File: src/rtl/pam_pkg.sv
// Shared PAM-N helpers. The Tx mapper and the Rx slicer both use pam_level,
// so transmitted and expected levels cannot drift apart.
package pam_pkg;

  // Number of levels for a given bits-per-symbol.
  function automatic int pam_num_levels(input int bits);
    return 1 << bits;
  endfunction

  // Ideal level of index k: (2k-(N-1))*sep/2. sep is even, so the result is exact.
  function automatic int pam_level(input int k, input int sep, input int bits);
    return ((2 * k - (pam_num_levels(bits) - 1)) * sep) / 2;
  endfunction

  // Decision threshold j, the midpoint between levels j and j+1.
  function automatic int pam_threshold(input int j, input int sep, input int bits);
    return ((2 * j + 2 - pam_num_levels(bits)) * sep) / 2;
  endfunction

  // Binary-reflected Gray code of an index (up to 4 bits per symbol).
  function automatic logic [3:0] bin2gray(input logic [3:0] b);
    return b ^ (b >> 1);
  endfunction

endpackage

File: src/rtl/pam_sat_counter.sv
// Saturating event counter with a synchronous clear that loads the current
// increment, so an event coinciding with the clear is not lost.
module pam_sat_counter
  import pam_pkg::*;
#(
  parameter int WIDTH = 32
) (
  input  logic             clk,
  input  logic             rstn,
  input  logic             inc_i,
  input  logic             clr_i,
  output logic [WIDTH-1:0] count_o
);

  logic [WIDTH-1:0] count_q;
  logic [WIDTH-1:0] count_d;

  // Next count: clear loads 0/1, otherwise add one unless already at all-ones.
  always_comb begin
    count_d = count_q;
    if (clr_i) begin
      count_d = WIDTH'(inc_i);
    end else if (inc_i && (count_q != '1)) begin
      count_d = count_q + WIDTH'(1);
    end
  end

  // Counter state register.
  always_ff @(posedge clk or negedge rstn) begin
    if (!rstn) begin
      count_q <= '0;
    end else begin
      count_q <= count_d;
    end
  end

  assign count_o = count_q;

endmodule

File: src/rtl/pam_n_slicer.sv
// PAM-N receive slicer: two-stage pipeline mapping a signed sample to the
// nearest ideal level, with optional Gray mapping, decision error output and
// saturating symbol / over-range statistics.
module pam_n_slicer
  import pam_pkg::*;
#(
  parameter int SIGNAL_RESOLUTION = 10,
  parameter int SYMBOL_SEPERATION = 56,
  parameter int BITS_PER_SYMBOL   = 2,
  parameter int GRAY_CODE         = 0,
  parameter int CNT_WIDTH         = 32
) (
  input  logic                                clk,
  input  logic                                rstn,
  input  logic signed [SIGNAL_RESOLUTION-1:0] voltage_level_in,
  input  logic                                voltage_level_in_valid,
  input  logic                                clear_stats,
  output logic [BITS_PER_SYMBOL-1:0]          symbol_out,
  output logic signed [SIGNAL_RESOLUTION:0]   error_out,
  output logic                                symbol_out_valid,
  output logic [CNT_WIDTH-1:0]                symbol_count,
  output logic [CNT_WIDTH-1:0]                overrange_count
);

  localparam int N   = pam_num_levels(BITS_PER_SYMBOL);
  localparam int SR  = SIGNAL_RESOLUTION;
  localparam int EW  = SIGNAL_RESOLUTION + 1;
  localparam int BPS = BITS_PER_SYMBOL;

  localparam logic signed [EW-1:0] HALF_SEP = EW'(SYMBOL_SEPERATION / 2);
  localparam logic [BPS-1:0]       K_MAX    = '1;

  // ---------------------------------------------------------------------------
  // Stage 1: sample register and thermometer compare vector
  // ---------------------------------------------------------------------------
  logic signed [31:0] x_in_wide;
  logic [N-2:0]       cmp_d;
  logic [N-2:0]       cmp_q;
  logic signed [SR-1:0] x_q;
  logic               vld1_q;

  // Compare in 32 bits so thresholds never alias into the sample width.
  assign x_in_wide = 32'(voltage_level_in);

  // One comparator per threshold; ties resolve upward via >=.
  generate
    for (genvar gi = 0; gi < N - 1; gi++) begin : g_thr
      localparam int THR = pam_threshold(gi, SYMBOL_SEPERATION, BITS_PER_SYMBOL);
      assign cmp_d[gi] = (x_in_wide >= 32'(THR));
    end
  endgenerate

  // Stage-1 registers; data only loads on a valid sample.
  always_ff @(posedge clk or negedge rstn) begin
    if (!rstn) begin
      x_q    <= '0;
      cmp_q  <= '0;
      vld1_q <= 1'b0;
    end else begin
      vld1_q <= voltage_level_in_valid;
      if (voltage_level_in_valid) begin
        x_q   <= voltage_level_in;
        cmp_q <= cmp_d;
      end
    end
  end

  // ---------------------------------------------------------------------------
  // Stage 2: index, symbol mapping, decision error, over-range detection
  // ---------------------------------------------------------------------------
  logic signed [EW-1:0] level_lut [N];
  logic signed [EW-1:0] x_ext;
  logic [BPS-1:0]       k_d;
  logic [BPS-1:0]       sym_d;
  logic signed [EW-1:0] err_d;
  logic                 ovr_d;

  logic [BPS-1:0]       sym_q;
  logic signed [EW-1:0] err_q;
  logic                 vld2_q;

  // Constant table of ideal levels, shared with the encoder via pam_level.
  generate
    for (genvar gi = 0; gi < N; gi++) begin : g_lvl
      assign level_lut[gi] = EW'(pam_level(gi, SYMBOL_SEPERATION, BITS_PER_SYMBOL));
    end
  endgenerate

  assign x_ext = EW'(x_q);

  // Index is the count of thresholds passed; error and over-range follow from it.
  always_comb begin
    k_d = '0;
    for (int j = 0; j < N - 1; j++) begin
      k_d = k_d + BPS'(cmp_q[j]);
    end
    err_d = x_ext - level_lut[k_d];
    if (GRAY_CODE != 0) begin
      sym_d = BPS'(bin2gray(4'(k_d)));
    end else begin
      sym_d = k_d;
    end
    ovr_d = ((k_d == '0)   && (err_d < -HALF_SEP)) ||
            ((k_d == K_MAX) && (err_d >  HALF_SEP));
  end

  // Stage-2 registers; symbol and error hold while no result is produced.
  always_ff @(posedge clk or negedge rstn) begin
    if (!rstn) begin
      sym_q  <= '0;
      err_q  <= '0;
      vld2_q <= 1'b0;
    end else begin
      vld2_q <= vld1_q;
      if (vld1_q) begin
        sym_q <= sym_d;
        err_q <= err_d;
      end
    end
  end

  // ---------------------------------------------------------------------------
  // Statistics: counters advance on the same edge that presents the result
  // ---------------------------------------------------------------------------
  pam_sat_counter #(
    .WIDTH (CNT_WIDTH)
  ) u_symbol_cnt (
    .clk     (clk),
    .rstn    (rstn),
    .inc_i   (vld1_q),
    .clr_i   (clear_stats),
    .count_o (symbol_count)
  );

  pam_sat_counter #(
    .WIDTH (CNT_WIDTH)
  ) u_overrange_cnt (
    .clk     (clk),
    .rstn    (rstn),
    .inc_i   (vld1_q & ovr_d),
    .clr_i   (clear_stats),
    .count_o (overrange_count)
  );

  assign symbol_out       = sym_q;
  assign error_out        = err_q;
  assign symbol_out_valid = vld2_q;

endmodule

File: config.mk
export PLATFORM = sky130hd
export DESIGN_NAME = pam_n_slicer
export DESIGN_NICKNAME = d
export VERILOG_FILES = /design/src/rtl/pam_pkg.sv /design/src/rtl/pam_sat_counter.sv /design/src/rtl/pam_n_slicer.sv
export SDC_FILE = /design/constraint.sdc
export NUM_CORES = 1
export LEC_CHECK = 0
export BUFFER_PORTS_ARGS = -buffer_cell sky130_fd_sc_hd__buf_2
export CAP_MARGIN = 20
export CORE_AREA = 2 2 111 113
export DETAILED_ROUTE_END_ITERATION = 10
export DIE_AREA = 0 0 113 115
export GPL_TIMING_DRIVEN = 0
export MAX_ROUTING_LAYER = met4
export PLACE_DENSITY_LB_ADDON = 0.25
export SLEW_MARGIN = 30
export SYNTH_ARGS = -nofsm -noshare
export SYNTH_HDL_FRONTEND = slang
export SYNTH_SLANG_ARGS = --single-unit
File: constraint.sdc
create_clock -name clk -period 3.65 [get_ports clk]
set_clock_uncertainty 0.15 [all_clocks]
set_input_delay 0.73 -clock clk [delete_from_list [all_inputs] [get_ports clk]]
set_output_delay 0.73 -clock clk [all_outputs]
set_load 0.01 [all_outputs]
==> impl_metrics.py, run 1 <==
metrics = {
    "pwr": {
        "combPwrFrac_pct": 29.4,
        "clkPwrFrac_pct": 30.9,
        "p_sw_uw": 915,
        "switching_share_pct": 31.5,
        "irDropWorstVdd_uv": 255,
        "p_leak_nw": 2.99,
        "power_frac_seq_pct": 39.7,
        "p_int_mw": 1.99,
        "p_per_area_mw_per_mm2": 436,
    },
    "synth": {
        "ys.flop_type": "dfrtp_1",
        "yosysSeqAreaShare_pct": 44.5,
        "async_reset_ff_share_pct": 100,
        "ys_ff_latch": 92,
        "postSynthCellCount": 544,
        "ys.warnings.count": 0,
        "synthDistinctLibCells": 61,
        "synth_nets": 570,
        "synth-edff-count": 0,
        "syn_area_mm2": 0.00517,
        "syn_area_per_cell_um2": 9.50,
    },
    "finish": {
        "area_delta_synth_final_pct": 28.8,
        "n_antenna_cell": 0,
        "final_util_pct": 56.4,
        "drive_gt1_share_pct": 31.9,
        "fin_nets": 695,
        "layout_common_cells": "dfrtp_1 (92), buf_2 (91), nor2_1 (80), nand3_1 (35), nand2_1 (31)",
        "n_fill_cell": 1046,
        "final_common_cell": "dfrtp_1",
    },
    "timing": {
        "clock.fmax_mhz": 251,
        "timing.final.ws_setup_ns": -0.339,
        "slew_headroom_pct": 46.2,
        "fin_crit_ns": 3.99,
        "drv_slew": 0,
        "totalNegativeSetupSlack_ns": -7.94,
        "fin_crit_sh_pct": 109,
        "rsz0062_at_grt": "yes",
        "setup_viol": 32,
        "tightest_slew_ns": 0.804,
        "finalHoldViolCount": 0,
    },
    "setup_path": {
        "critPathKind": "reg2reg",
        "cp_top_family": "adder cells",
        "start_kind": "flip-flop",
        "crit_slowest_cell": "fa_1",
        "endpoint_kind": "flip-flop",
        "cp_common_cell": "a2111oi_4",
        "crit_path_max_incr_delay_ns": 0.56,
        "path_max_fanout": 4,
        "critPathBufInv": 3,
        "cp_data_arrival_time_ns": 4.07,
        "worst_ep_required_time_ns": 3.73,
        "path_cells": "inv_2, fa_1, buf_6, inv_8, fa_2, xnor2_1, nand2b_1, a2111oi_4, a2111oi_4, nand2_2, a211oi_4, and4_1, mux2_4",
    },
    "cts": {
        "htree_levels": 3,
        "clock_latency_ns": 0.34,
        "cts_buffer_depth": 2,
        "cts_tree": "built",
        "cts.clk_slew.worst_paths_ns": 0.06,
        "root_buffer": "clkbuf_16",
        "cts_made_buffers": 9,
        "clock_sinks": 92,
    },
    "detailed_routing": {
        "first_iter_violations": 311,
        "drcViolationCount": 5,
        "wl_per_cell_um": 16.3,
        "vias_per_cell": 5.65,
        "drt_first_pass_iters": 8,
        "wl_um": 13400,
        "via_count": 4638,
        "ant_nets": 0,
    },
    "floorplanning": {
        "dieArea_mm2": 0.0130,
        "rows": 40,
        "io_pins": 92,
        "start_util_pct": 43.8,
        "die_h_um": 115,
        "core_mm2": 0.0118,
        "die_w_um": 113,
    },
    "global_route": {
        "grt_pass1_vias": 4504,
        "grt_max_degree": 67,
        "antenna_found_initial": 0,
        "grt_pass1_wl_um": 21700,
        "overflow": 0,
        "grt_use_total_pct": 21.2,
    },
    "placed_design": {
        "place.gp.congestion": 0.904,
        "portBuffers": 91,
        "dpl.hpwl_um": 9370,
    },
    "run_status": {
        "violations": "DRC, setup timing",
        "status": "finished with violations",
    },
    "job": {
        "cap_violations": 0,
    },
    "worst_hold_path": {
        "hold_class": "in2async",
    },
}
-- cell type report --
class                           count  area (um2)  share of cell area (%)
Buffer                             17        78.8                    1.18
Tap cell                          147         184                    2.76
Timing Repair Buffer              116         693                    10.4
Inverter                           21        86.3                    1.30
Multi-Input combinational cell    412        3030                    45.5
Clock inverter                      1        5.00                  0.0752
Clock buffer                       15         278                    4.17
Sequential cell                    92        2300                    34.6
-- flip-flops by register name (all words and copies together) (netlist names) --
name,flops
vld1_q,1
error_out,11
symbol_out,2
symbol_out_valid,1
u_symbol_cnt.count_o,32
x_q,10
u_overrange_cnt.count_o,32
cmp_q,3
-- timing repair --
| item | 4_1_cts | 5_1_grt |
|---|---|---|
| gates cloned | 1 | 0 |
| setup endpoints to repair | 32 | 32 |
| pin swaps | 26 | 23 |
| resized for setup | 38 | 21 |
| hold buffers | 0 | 0 |
| setup buffers | 15 | 8 |
| hold endpoints to repair | 0 | 0 |
-- layer usage --
metal / vias up / track usage [%] / share of wire [%]
met4: 0 / 9.19 / 2.1
met3: 25 / 3.06 / 5.6
met2: 145 / 33.4 / 46
li1: 2177 / - / -
met5: - / - / 0
met1: 2291 / 27.5 / 46
-- cells by family after synthesis --
kind of cell / synth area share, %
muxes: 6.46
and+or+nand+nor: 24.4
buffers and inverters: 3.10
DFF: 44.5
adders and majority gates: 3.20
AOI/OAI and AO/OA: 10.7
xor gates and xnor gates: 7.63
-- power groups by stage --
stage / clock network, mW / logic (mW) / registers (mW)
after CTS: 0.913 / 0.793 / 1.15
after detailed placement: 0 / 0.722 / 1.17
after floorplan: 0 / 0.482 / 1.19
after global placement: 0 / 0.701 / 1.16
after global routing: 0.953 / 0.928 / 1.16
final: 0.897 / 0.854 / 1.15
-- worst paths after layout --
path | from | end | slack [ns] | depth (start not counted)
min | rstn | u_symbol_cnt.count_o[9] | 0.11 | 1
max reg2reg | cmp_q[2] | u_overrange_cnt.count_o[24] | -0.34 | 13
max in group asynchronous | rstn | u_overrange_cnt.count_o[3] | 2.63 | 2
max | cmp_q[2] | u_overrange_cnt.count_o[24] | -0.34 | 13
min reg2reg | vld1_q | symbol_out_valid | 0.32 | 0
min in group clk | vld1_q | symbol_out_valid | 0.32 | 0
-- synthesized netlist by cell type (4+ instances only) --
library cell,n,area share (%)
o21ai_0,9,0.87
clkbuf_1,15,1.1
a31o_2,4,0.68
mux2_2,23,5.0
and3_1,12,1.5
nor4_1,6,0.73
a21o_1,4,0.58
xor2_1,24,4.1
nand2_1,32,2.3
and2_1,5,0.61
a211oi_1,5,0.73
dfrtp_1,92,45
and4_1,8,1.4
nand3_1,38,3.7
mux2_1,4,0.87
nand4_1,15,1.8
ha_1,10,2.4
nor3_1,9,0.87
a21oi_1,21,2.0
nor2b_1,12,1.5
nor4b_1,4,0.68
or3_1,4,0.48
inv_1,21,1.5
xnor2_1,21,3.6
nor2_1,81,5.9
nand2b_1,8,0.97
-- through the flow --
| stage | instance area, um2 | hold slack, ns | cells | power, mW | worst slack [ns] |
|---|---|---|---|---|---|
| 2_1_floorplan | 5290 | 0.253 | 544 | 1.67 | -0.121 |
| 3_3_place_gp | 5930 | 0.273 | 782 | 1.86 | -0.468 |
| 3_5_place_dp | 5960 | 0.271 | 783 | 1.89 | -0.603 |
| 4_1_cts | 6510 | 0.111 | 814 | 2.86 | -0.373 |
| 5_1_grt | 6660 | 0.121 | 821 | 3.04 | -0.500 |
| 6_report | 6660 | 0.110 | 821 | 2.90 | -0.339 |
(Power assumes the default switching activity.)
==> inputs of run 2 (changes only) <==
- ABC_AREA: unset -> 1
- CORE_AREA: 2 2 111 113 -> 2 2 114 116
- DIE_AREA: 0 0 113 115 -> 0 0 116 118
==> run 2 against run 1 <==
  * The run now ends clean
  * Critical endpoint is now u_overrange_cnt.count_o[18]
  * Combinational power down 42%
  * Non-clock buffer count down 22
  * Utilization down 4.2 points
  * Cell count grew 23%
  * Critical path type unchanged
==> impl_metrics.py, run 2 <==
metrics = {
    "run_status": {
        "status": "complete, no violations",
    },
    "cts": {
        "ctsHoldBuffers": 0,
        "cts_setup_buffers": 0,
        "cts_buffer_depth": 2,
        "cts_made_buffers": 9,
        "clock_sinks": 92,
        "root_buffer": "clkbuf_16",
        "htree_levels": 3,
        "cts_tree": "built",
        "cts.clk_slew.worst_paths_ns": 0.07,
        "cts_resized": 0,
        "clock_latency_ns": 0.35,
    },
    "floorplanning": {
        "die_w_um": 116,
        "start_util_pct": 43.9,
        "rows": 41,
        "dieArea_mm2": 0.0137,
        "die_h_um": 118,
        "core_mm2": 0.0124,
        "io_pins": 92,
    },
    "synth": {
        "synth_nets": 756,
        "yosysSeqAreaShare_pct": 42.3,
        "synth_xor_area_share_pct": 4.02,
        "synth_top_cell_area_share_pct": 42.3,
        "synth_top_cells_by_count": "nand2_1 (208), dfrtp_1 (92), nor2_1 (79)",
        "ys.flop_type": "dfrtp_1",
        "ys_ff_latch": 92,
        "yosysMostFrequentCell": "nand2_1",
        "synth_top_family_by_area": "simple AND/OR/NAND/NOR gates",
        "syn_area_mm2": 0.00545,
        "postSynthCellCount": 730,
        "syn_area_per_cell_um2": 7.46,
        "synth_compound_area_share_pct": 8.00,
        "synth-edff-count": 0,
        "synthDistinctLibCells": 42,
        "yosysTopAreaCell": "dfrtp_1",
        "synthMuxAreaShare_pct": 0,
        "synth.area.top_cells": "dfrtp_1 (42%), nand2_1 (14%), nand3_1 (6.0%)",
        "async_reset_ff_share_pct": 100,
        "yosys.area_share.simple_pct": 35.6,
        "synthAdderAreaFrac_pct": 3.03,
        "ys.warnings.count": 0,
    },
    "global_route": {
        "grt_pass1_wl_um": 23400,
        "overflow": 0,
        "grt_pass1_vias": 4713,
        "grt_use_total_pct": 22.0,
        "antenna_found_initial": 0,
        "grt_max_degree": 48,
    },
    "setup_path": {
        "endpoint_kind": "flip-flop",
        "crit_slowest_cell": "fa_1",
        "cp_data_arrival_time_ns": 3.37,
        "worst_ep_required_time_ns": 3.78,
        "cp_common_cell": "nand2_1",
        "start_kind": "flip-flop",
        "critPathBufInv": 4,
        "path_max_fanout": 10,
        "cp_top_family": "simple AND/OR/NAND/NOR gates",
        "path_cells": "inv_1, fa_1, inv_2, fa_1, or2_2, nand2_1, inv_1, nor3_1, nor2_1, nand2_1, nor2_1, nand3_1, nand3_1, nand2_2, nand2_8, nand2_8, buf_6, nand2_1, nand2_1",
        "crit_path_max_incr_delay_ns": 0.60,
        "critPathKind": "reg2reg",
    },
    "detailed_routing": {
        "drcViolationCount": 0,
        "first_iter_violations": 363,
        "vias_per_cell": 5.04,
        "wl_um": 13900,
        "via_count": 5083,
        "drt_first_pass_iters": 5,
        "ant_nets": 0,
        "wl_per_cell_um": 13.8,
    },
    "finish": {
        "fin_nets": 858,
        "final_common_cell": "nand2_1",
        "n_antenna_cell": 0,
        "regArea_mm2": 0.00230,
        "layout.cells.non_filler": 1009,
        "n_fill_cell": 1291,
        "multi_input_area_mm2": 0.00276,
        "drive_gt1_share_pct": 16.2,
        "layout_common_cells": "nand2_1 (208), dfrtp_1 (92), buf_2 (89), nor2_1 (79), inv_1 (67)",
        "area_delta_synth_final_pct": 19.0,
    },
    "placed_design": {
        "dpl.hpwl_um": 10400,
        "portBuffers": 90,
        "dp.cells": 993,
        "place.gp.congestion": 0.969,
    },
    "worst_hold_path": {
        "hold_class": "in2async",
    },
    "timing": {
        "setup_viol": 0,
        "slew_headroom_pct": 36.3,
        "finalHoldViolCount": 0,
        "tightest_slew_ns": 0.947,
        "rsz0062_at_grt": "no",
        "clock.fmax_mhz": 308,
        "totalNegativeSetupSlack_ns": 0,
        "fin_crit_ns": 3.24,
        "drv_slew": 0,
        "fin_crit_sh_pct": 88.8,
    },
    "job": {
        "cap_violations": 0,
    },
    "pwr": {
        "p_leak_nw": 3.29,
        "p_per_area_mw_per_mm2": 412,
        "irDropWorstVdd_uv": 399,
    },
}
-- run 2: changes by cell type in the layout (fill, tap and decap cells not counted), sizes merged, moves of 18 or more --
cell,before,now
nor3,9,30
nand2,33,216
mux2,27,0
inv,21,71
o21ai,12,30
buf,119,98
nand3,39,67
-- run 2: final timing paths --
kind / startpoint / to / slack, ns / cells after the start
min in group clk: vld1_q / symbol_out_valid / 0.26 / 0
setup / recovery: cmp_q[0] / u_overrange_cnt.count_o[18] / 0.41 / 19
hold / removal: rstn / u_symbol_cnt.count_o[15] / 0.16 / 1
setup reg to reg: cmp_q[0] / u_overrange_cnt.count_o[18] / 0.41 / 19
max in group asynchronous: rstn / u_overrange_cnt.count_o[0] / 2.61 / 2
hold reg to reg: vld1_q / symbol_out_valid / 0.26 / 0
-- run 2: logic make-up after synthesis --
group / count (synthesis)
xor gates and xnor gates: 25
and+or+nand+nor: 430
DFF: 92
buffers and inverters: 92
AOI/OAI and AO/OA: 79
adders and majority gates: 12
-- run 2: cell type report --
cell class / count / share of cell area [%]
Buffer: 20 / 1.80
Clock buffer: 11 / 3.90
Clock inverter: 5 / 1.27
Inverter: 72 / 4.17
Multi-Input combinational cell: 546 / 42.5
Sequential cell: 92 / 35.5
Tap cell: 172 / 3.32
Timing Repair Buffer: 91 / 7.47
-- run 2: power breakdown --
group	internal (mW)	total [mW]	leakage, nW	switching, mW
sequential	1.08	1.12	1.23	0.0413
clock	0.640	1.05	0.166	0.413
combinational	0.176	0.495	1.90	0.319
total	1.89	2.67	3.29	0.774
-- run 2: metal layers --
| metal | vias to the layer above | share of wire (%) | GRT usage, % |
|---|---|---|---|
| met4 | 0 | 1.6 | 7.74 |
| li1 | 2601 | - | - |
| met5 | - | 0 | - |
| met2 | 118 | 46 | 31.8 |
| met3 | 16 | 4.6 | 2.94 |
| met1 | 2348 | 48 | 31.6 |
-- run 2: metrics by stage --
| step | area [um2] | total power [mW] | worst slack, ns | hold WS, ns | utilization (%) |
|---|---|---|---|---|---|
| finish | 6480 | 2.67 | 0.408 | 0.161 | 52.2 |
| global route | 6480 | 2.82 | 0.0470 | 0.189 | 52.2 |
| CTS | 6480 | 2.70 | 0.407 | 0.170 | 52.2 |
| detailed placement | 6140 | 1.64 | 0.438 | 0.237 | 49.5 |
| global placement | 6110 | 1.63 | 0.443 | 0.245 | 49.2 |
| floorplan | 5450 | 1.47 | 0.708 | 0.202 | - |
==> inputs of run 3 (changes only) <==
- MAX_ROUTING_LAYER: met4 -> unset
==> run 3 against run 2 <==
  * Utilization did not move
  * Die area did not move
  * Critical path depth did not move
  * Largest cell class unchanged
  * Register-to-register slack barely moved
  * Maximum frequency fell by 0.20%
  * Sequential share of layout area did not move
  * Largest power group unchanged
  * Sequential cell count did not move
==> impl_metrics.py, run 3 (synthesized netlist as in run 2, its figures left out) <==
metrics = {
    "run_status": {
        "status": "complete, no violations",
    },
    "cts": {
        "cts_buffer_depth": 2,
        "root_buffer": "clkbuf_16",
        "clock_latency_ns": 0.35,
        "cts_made_buffers": 9,
        "cts_resized": 0,
        "clock_sinks": 92,
        "cts_setup_buffers": 0,
        "cts_tree": "built",
        "ctsHoldBuffers": 0,
        "cts.clk_slew.worst_paths_ns": 0.07,
        "htree_levels": 3,
    },
    "setup_path": {
        "worst_ep_required_time_ns": 3.78,
        "r2r-start": "cmp_q[0]",
        "endpoint_kind": "flip-flop",
        "cp_top_family": "simple AND/OR/NAND/NOR gates",
        "startpoint": "cmp_q[0]",
        "r2r_cells": 19,
        "start_kind": "flip-flop",
        "path_max_fanout": 10,
        "cp_common_cell": "nand2_1",
        "cp.depth": 19,
        "critPathKind": "reg2reg",
        "critPathBufInv": 4,
        "crit_slowest_cell": "fa_1",
        "crit_path_max_incr_delay_ns": 0.60,
        "path_cells": "inv_1, fa_1, inv_2, fa_1, or2_2, nand2_1, inv_1, nor3_1, nor2_1, nand2_1, nor2_1, nand3_1, nand3_1, nand2_2, nand2_8, nand2_8, buf_6, nand2_1, nand2_1",
        "cp_data_arrival_time_ns": 3.38,
    },
    "finish": {
        "fin_nets": 858,
        "n_antenna_cell": 0,
        "final_common_cell": "nand2_1",
        "layout_common_cells": "nand2_1 (208), dfrtp_1 (92), buf_2 (89), nor2_1 (79), inv_1 (67)",
        "area_delta_synth_final_pct": 19.0,
        "drive_gt1_share_pct": 16.2,
        "design_area_mm2": 0.00648,
    },
    "timing": {
        "slew_headroom_pct": 35.5,
        "tightest_slew_ns": 0.958,
        "drv_slew": 0,
        "timing.final.ws_setup_ns": 0.402,
        "clock.fmax_mhz": 308,
        "finalHoldViolCount": 0,
        "fin_crit_sh_pct": 89.0,
        "rsz0062_at_grt": "no",
        "totalNegativeSetupSlack_ns": 0,
        "fin_crit_ns": 3.25,
        "setup_viol": 0,
    },
    "global_route": {
        "grt_pass1_vias": 4724,
        "antenna_found_initial": 0,
        "grt_pass1_wl_um": 23400,
        "grt_max_degree": 48,
        "overflow": 0,
        "grt_use_total_pct": 21.4,
    },
    "placed_design": {
        "dpl_cell_area_mm2": 0.00614,
        "place.gp.congestion": 0.952,
        "portBuffers": 90,
        "dp_slack_ns": 0.438,
        "dpl.hpwl_um": 10400,
    },
    "detailed_routing": {
        "via_count": 5090,
        "wl_per_cell_um": 13.8,
        "first_iter_violations": 340,
        "vias_per_cell": 5.04,
        "wl_um": 13900,
        "drt_first_pass_iters": 5,
        "drcViolationCount": 0,
        "ant_nets": 0,
    },
    "pwr": {
        "combPwrFrac_pct": 18.6,
        "irDropWorstVdd_uv": 400,
        "switching_share_pct": 29.1,
        "p_per_area_mw_per_mm2": 412,
        "p_leak_nw": 3.29,
        "power_frac_seq_pct": 41.9,
        "p_sw_uw": 776,
        "clkPwrFrac_pct": 39.5,
        "p_int_mw": 1.89,
    },
    "floorplanning": {
        "io_pins": 92,
        "rows": 41,
        "die_h_um": 118,
        "core_mm2": 0.0124,
        "start_util_pct": 43.9,
        "die_w_um": 116,
        "dieArea_mm2": 0.0137,
    },
    "job": {
        "cap_violations": 0,
    },
    "worst_hold_path": {
        "hold_class": "in2async",
    },
}
-- run 3: worst register-to-register path: cells and delay by family (launching register included) --
family | cells | cell delay (ns)
fa+ha+maj | 2 | 1.00
flops | 1 | 0.32
simple gates | 13 | 1.37
buf+inv | 4 | 0.35
-- run 3: final timing paths --
kind / endpoint / slack (ns)
min in group clk: symbol_out_valid / 0.26
hold reg to reg: symbol_out_valid / 0.26
setup / recovery: u_overrange_cnt.count_o[17] / 0.40
hold / removal: u_symbol_cnt.count_o[15] / 0.16
setup reg to reg: u_overrange_cnt.count_o[17] / 0.40
max in group asynchronous: u_overrange_cnt.count_o[0] / 2.60
-- run 3: layout make-up --
type                       count  area [um2]
clock buffer                  11         253
fill                        1291        5930
sequential                    92        2300
buffer                        20         116
multi-input combinational    546        2760
timing repair buffer          91         484
tap                          172         215
clock inverter                 5        82.6
inverter                      72         270
-- run 3: metal layers --
layer,up-vias,share of wire [%],GRT usage (%)
li1,2604,-,-
met1,2354,48,31.4
met2,115,46,31.8
met3,17,4.7,3.14
met4,0,1.6,7.74
met5,-,0,0
-- run 3: power groups by stage --
stage / Combinational, mW / Clock (mW) / Sequential, mW
global placement: 0.492 / 0 / 1.14
detailed placement: 0.499 / 0 / 1.14
floorplan: 0.314 / 0 / 1.15
finish: 0.496 / 1.06 / 1.12
global route: 0.569 / 1.12 / 1.13
CTS: 0.502 / 1.08 / 1.12
-- run 3: per-stage QoR --
stage | utilization (%) | hold slack, ns | cells | total power [mW]
2_1_floorplan | - | 0.202 | 730 | 1.47
3_3_place_gp | 49.2 | 0.245 | 992 | 1.63
3_5_place_dp | 49.5 | 0.237 | 993 | 1.64
4_1_cts | 52.2 | 0.170 | 1009 | 2.70
5_1_grt | 52.2 | 0.189 | 1009 | 2.82
6_report | 52.2 | 0.164 | 1009 | 2.67
